--- src/rtl/sap1_fetch_unit.sv ---
// SAP-1 instruction fetch stage: PC/MAR/IR/operand registers and a valid/ready issue port.
// Optional operand fetch for LDA/ADD/SUB is enabled by defining FETCH_OPERAND_EN.
module sap1_fetch_unit #(
  parameter int          ADDR_W = 4,
  parameter int          DATA_W = 8,
  parameter logic [3:0]  HLT_OP = 4'hF
) (
  input  logic              clk_i,
  input  logic              rst_ni,
  input  logic              en_i,
  input  logic              clr_i,
  output logic [ADDR_W-1:0] ram_addr_o,
  input  logic [DATA_W-1:0] ram_data_i,
  output logic [DATA_W-1:0] instr_o,
  output logic [DATA_W-1:0] operand_o,
  output logic [ADDR_W-1:0] pc_o,
  output logic              valid_o,
  input  logic              ready_i,
  output logic              halt_o
);

`ifdef FETCH_OPERAND_EN
  typedef enum logic [2:0] {
    S_ADDR, S_INSTR, S_OADDR, S_OPND, S_ISSUE, S_HALT
  } state_t;
`else
  typedef enum logic [2:0] {
    S_ADDR, S_INSTR, S_ISSUE, S_HALT
  } state_t;
`endif

  state_t              state_reg, state_next;
  logic [ADDR_W-1:0]   pc_reg, pc_next;
  logic [ADDR_W-1:0]   mar_reg, mar_next;
  logic [DATA_W-1:0]   ir_reg, ir_next;
  logic [3:0]          opcode;

  assign opcode = ram_data_i[DATA_W-1 -: 4];

`ifdef FETCH_OPERAND_EN
  logic [DATA_W-1:0]   opnd_reg, opnd_next;
  logic                is_mem_ref;
  assign is_mem_ref = (opcode < 4'd3);
`endif

  always_ff @(posedge clk_i or negedge rst_ni) begin
    if (!rst_ni) begin
      state_reg <= S_ADDR;
      pc_reg    <= '0;
      mar_reg   <= '0;
      ir_reg    <= '0;
`ifdef FETCH_OPERAND_EN
      opnd_reg  <= '0;
`endif
    end else begin
      state_reg <= state_next;
      pc_reg    <= pc_next;
      mar_reg   <= mar_next;
      ir_reg    <= ir_next;
`ifdef FETCH_OPERAND_EN
      opnd_reg  <= opnd_next;
`endif
    end
  end

  // clr_i overrides the enable and every transition, including a pending issue.
  always_comb begin
    state_next = state_reg;
    pc_next    = pc_reg;
    mar_next   = mar_reg;
    ir_next    = ir_reg;
`ifdef FETCH_OPERAND_EN
    opnd_next  = opnd_reg;
`endif
    if (clr_i) begin
      state_next = S_ADDR;
      pc_next    = '0;
      mar_next   = '0;
      ir_next    = '0;
`ifdef FETCH_OPERAND_EN
      opnd_next  = '0;
`endif
    end else if (en_i) begin
      case (state_reg)
        S_ADDR: begin
          mar_next   = pc_reg;
          state_next = S_INSTR;
        end
        S_INSTR: begin
          ir_next = ram_data_i;
          pc_next = pc_reg + ADDR_W'(1);
          if (opcode == HLT_OP) begin
            state_next = S_HALT;
`ifdef FETCH_OPERAND_EN
          end else if (is_mem_ref) begin
            state_next = S_OADDR;
`endif
          end else begin
`ifdef FETCH_OPERAND_EN
            opnd_next  = '0;
`endif
            state_next = S_ISSUE;
          end
        end
`ifdef FETCH_OPERAND_EN
        S_OADDR: begin
          mar_next   = ir_reg[ADDR_W-1:0];
          state_next = S_OPND;
        end
        S_OPND: begin
          opnd_next  = ram_data_i;
          state_next = S_ISSUE;
        end
`endif
        S_ISSUE: begin
          if (ready_i) state_next = S_ADDR;
        end
        S_HALT: state_next = S_HALT;
        default: state_next = S_ADDR;
      endcase
    end
  end

  assign ram_addr_o = mar_reg;
  assign instr_o    = ir_reg;
  assign pc_o       = pc_reg;
  assign valid_o    = (state_reg == S_ISSUE);
  assign halt_o     = (state_reg == S_HALT);
`ifdef FETCH_OPERAND_EN
  assign operand_o  = opnd_reg;
`else
  assign operand_o  = '0;
`endif

endmodule

--- config.mk ---
export PLATFORM = sky130hd
export DESIGN_NAME = sap1_fetch_unit
export DESIGN_NICKNAME = d
export VERILOG_FILES = /design/src/rtl/sap1_fetch_unit.sv
export SDC_FILE = /design/constraint.sdc
export NUM_CORES = 1
export LEC_CHECK = 0
export BUFFER_PORTS_ARGS = -buffer_cell sky130_fd_sc_hd__buf_4
export CELL_PAD_IN_SITES_DETAIL_PLACEMENT = 1
export CELL_PAD_IN_SITES_GLOBAL_PLACEMENT = 1
export CORE_MARGIN = 2
export CORE_UTILIZATION = 32
export CTS_BUF_LIST = sky130_fd_sc_hd__clkbuf_16
export DETAILED_ROUTE_END_ITERATION = 6
export PLACE_DENSITY = 0.83
export SETUP_SLACK_MARGIN = 0.4
export SKIP_CTS_REPAIR_TIMING = 1
export SLEW_MARGIN = 20
export SYNTH_ARGS = -nofsm -noshare
export SYNTH_HDL_FRONTEND = slang
export SYNTH_SLANG_ARGS = --single-unit
--- constraint.sdc ---
create_clock -name clk_i -period 1.3 [get_ports clk_i]
set_input_delay 0.26 -clock clk_i [delete_from_list [all_inputs] [get_ports clk_i]]
set_output_delay 0.26 -clock clk_i [all_outputs]
set_load 0.005 [all_outputs]
## After elaboration in Yosys (flattened, before gate mapping)

Index checks and enable logic that the tools add are counted.
Widths: inputs -> output; s select.

- Memory bits (writable): 0
- Latch bits: 0
- Memories: 0
- Output and inout bits: 26
- Register bits: 19
- ROM bits: 0
- Input port bits: 13

- Eq/ne operators: 5
- Shifts and indexed selects: 0
- Reductions and logical operators: 7
- $mul: 0
- $lt $le $gt $ge: 0
- Bitwise logic cells: 0
- Multiplexer cells: 14
- Add/sub/neg operators: 1
- Divide/modulo/power cells: 0

Operators by type and width:

| kind | number |
|---|---|
| $mux 4 | 6 |
| $mux 8 | 3 |
| $pmux 3 s4 | 1 |
| $mux 3 | 3 |
| $eq 3x2->1 const B | 2 |
| $reduce_and 2->1 | 3 |
| $reduce_bool 2->1 | 3 |
| $add 4x1->4 const B | 1 |
| $eq 4x4->1 const B | 1 |
| $eq 3x1->1 const B | 1 |
| $logic_not 3->1 | 1 |
| $ne 3x2->1 const B | 1 |
| $mux 1 | 1 |

## Logic depth before layout (Yosys ltp)

- Depth after elaboration: 5
- Depth in mapped cells: 4
- Gate-level depth less buffers: 4

## Worst setup path before layout

No wires, ideal clock.

- Path kind: flip-flop to flip-flop
- Start point: register state_reg[1]
- End point: register pc_reg[3] (netlist: pc_o[3])
- Period minus slack after synthesis: 1.177 ns
- Stages on the path, launching flop included: 4
- Path buffers: 0
- Setup slack: 0.123 ns
- Data arrival time: 1.099 ns
- Cells stage by stage: dfrtp_1 -> nand3b_2 -> or3_1 -> a21oi_1

- Cells in the longest elaborated chain, start to end: 3

Ends and longest elaborated chain:

| item | line | RTL |
|---|---|---|
| start: declaration | 32 | `state_t state_reg, state_next;` |
| start signal: assignment | 56 | `state_reg <= state_next;` |
| $eq 3x1->1 | 84 | `case (state_reg)` |
| $reduce_bool 2->1 (no source line) | -- |  |
| $reduce_and 2->1 (no source line) | -- |  |
| end signal: assignment | 57 | `pc_reg <= pc_next;` |
| end: declaration | 33 | `logic [ADDR_W-1:0] pc_reg, pc_next;` |

No other way between the ends.
A chain may end at the register's enable or synchronous reset.

## Worst setup path after layout

- Start point: register state_reg[0]
- End point: output port halt_o

- Cells in the longest elaborated chain, start to end: 1

Ends and longest elaborated chain:

| item | line | RTL |
|---|---|---|
| $eq 3x2->1 | 128 | `assign halt_o = (state_reg == S_HALT);` |
| end: declaration | 19 | `output logic halt_o` |

No other way between the ends.

==> results.cfg <==
[sta]
period_minus_slack_ps = 1270
final.setup.tns_ps = 0
clock.fmax_mhz = 787
slew_violations = 0
skew_ps = 4.00
setup_ws_ps = 28.5
setup_viol = 0
finalHoldViolations = 0
rsz0062_at_grt = true
post-route-period-util = 0.978

[synthesis]
avgSynthCellArea_um2 = 9.50
synth_area_um2 = 846
synthCells = 89
synth.distinct_cells = 22
ys_seq_elements = 18
ys_warn_count = 0
yosysSeqAreaShare = 0.533

[worst_setup_path]
critical_path_class = register to output pin
required_ps = 1040
r2r_slack_ps = 40
crit_arrival_ps = 1010
r2r_start = state_reg[1]
reg2regPathDepth = 3
worstSetupEndpoint = halt_o
startpoint_type = register
startpoint = state_reg[0]
r2r_end = pc_o[3]
critPathMaxFanout = 7
end_kind = output pin

[floorplanning]
start_util = 0.338
die_width_um = 55.4
fp.dieH_um = 55.4
io_pins = 39
rows = 18
dieArea_um2 = 3070
core_area_um2 = 2500

[routing]
drtIter0Drc = 6
drc = 0
drt_wl_total_um = 2660
wl_per_cell_um = 16.3
drtAntennaViolNets = 0
vias = 785
firstDrtPassIters = 4
vias_per_cell = 4.82

[final_layout]
nets = 148
area_delta_synth_final_pct = 64.5
multi_input_area_um2 = 398
drive_gt1_frac = 0.459
design_area_um2 = 1390
ff_latch_area_um2 = 453
nFillCells = 282
final_cells = 163
largest_reg_flops = 8
num_antenna_cells = 0

[global_route]
grt_busiest_layer = met2
grt_usage = 0.162
grt_use_met2 = 0.279
antenna_found_initial = 0
grt_pass1_vias = 741
grt_pass1_wl_um = 3740
grtUsageMet1 = 0.184
grt_util_met3 = 0.0304
grt_max_degree = 19
grt_overflow = 0

[clock_tree]
clk_latency_ps = 250
htreeDepth = 1
cts_num_sinks = 18
cts_buffers = 3
cts_root_buf = clkbuf_16
max-clock-path-buffers = 2
cts_tree = yes
cts.clk_slew.worst_paths_ps = 60

[placed_design]
gp_congestion = 0.750
hpwl_um = 1620
place_area_um2 = 1120
place_inst = 147
port-buffer-count = 30
place_ws_ps = 38.1

[pwr]
power_density_nw_per_um2 = 1050
max-vdd-ir-drop_mv = 0.596
power_uw = 1460
power.static_leakage_uw = 0.000680

[job]
cap_viol_max_count = 0

[worst_hold_path]
hold_path_class = input port to register

[outcome]
run_status = finished clean
-- Yosys cell counts, drive strengths merged --
| cell | number | area, µm² |
|---|---|---|
| nand2 | 19 | 71.3 |
| dfrtp | 18 | 450 |
| a21oi | 12 | 60.1 |
| buf | 10 | 70.1 |
| nor2 | 7 | 26.3 |
| mux2i | 4 | 40.0 |
| clkbuf | 2 | 7.51 |
| inv | 2 | 7.51 |
| o21ai | 2 | 10.0 |
| or3 | 2 | 12.5 |
| a22oi | 1 | 7.51 |
| a41oi | 1 | 8.76 |
| and2 | 1 | 6.26 |
| and3b | 1 | 8.76 |
| conb | 1 | 3.75 |
| ha | 1 | 12.5 |
| nand3 | 1 | 5.00 |
| nand3b | 1 | 11.3 |
| nor3 | 1 | 5.00 |
| nor3b | 1 | 12.5 |
| xnor2 | 1 | 8.76 |
-- worst max-delay path: stages, from the launching register on --
cell and delay (ps):
dfrtp_2 470, and2_1 160, buf_4 130
-- where the power goes --
group	internal, µW	switching, µW	total (µW)	leakage [µW]
clock	409	216	624	0.0000423
combinational	124	102	226	0.000392
sequential	581	25.6	606	0.000245
-- cells in the final DEF (no fill, tap or decap) --
cell type       n
mux2i_1         4
clkbuf_16       3
inv_2           1
a22oi_1         1
conb_1          8
nand3_1         1
dlygate4sd3_1   1
or3_4           1
nor2_1          7
ha_2            1
o21ai_0         2
a21oi_2         1
dfrtp_2         2
or3_1           1
buf_4          26
and2_1          1
nor3_1          1
and3b_2         1
dfrtp_1        16
buf_6          17
a41oi_2         1
xnor2_4         1
inv_1           2
nand2_1        16
nor3b_4         1
a21oi_1        11
nand2_2         3
nand3b_4        1
buf_12          1
-- layout make-up --
cell class / count / share of cell area
flip-flops and latches: 18 / 0.326
repair buffers: 45 / 0.299
multi-input cells: 64 / 0.286
clock buffers: 3 / 0.0540
well taps: 30 / 0.0270
inverters: 2 / 0.00540
clock inverters: 1 / 0.00270
-- per-layer routing --
metal | share of wire | up-vias
li1 | - | 365
met1 | 0.40 | 389
met2 | 0.54 | 27
met3 | 0.042 | 4
met4 | 0.021 | 0
met5 | 0 | -
-- kinds of logic (layout without fill, tap and decap cells) --
logic type	after synthesis	in the layout	share of synthesized area
AND/OR/NAND/NOR	34	34	0.188
flip-flops	18	18	0.533
other	1	8	0.00443
buffers and inverters	14	51	0.101
multiplexers	4	4	0.0473
AO/OA/AOI/OAI	16	16	0.102
XOR/XNOR	1	1	0.0104
adder cells (fa/ha/maj)	1	1	0.0148
-- stage by stage --
stage	hold slack, ps	utilization
5_1_grt	254	0.557
2_1_floorplan	-35.6	-
4_1_cts	-119	0.479
6_report	251	0.557
3_5_place_dp	147	0.447
3_3_place_gp	138	0.447
-- worst min-delay path by stage --
| stage | start | endpoint | depth (start not counted) |
|---|---|---|---|
| after detailed placement | rst_ni | ram_addr_o[2] | 1 |
| after floorplan | rst_ni | instr_o[0] | 0 |
| final | ram_data_i[1] | instr_o[1] | 3 |
| after global placement | rst_ni | ram_addr_o[3] | 1 |
| after global routing | ram_data_i[1] | instr_o[1] | 3 |
| after CTS | rst_ni | ram_addr_o[2] | 1 |
Power figures use the tool's default switching activity.
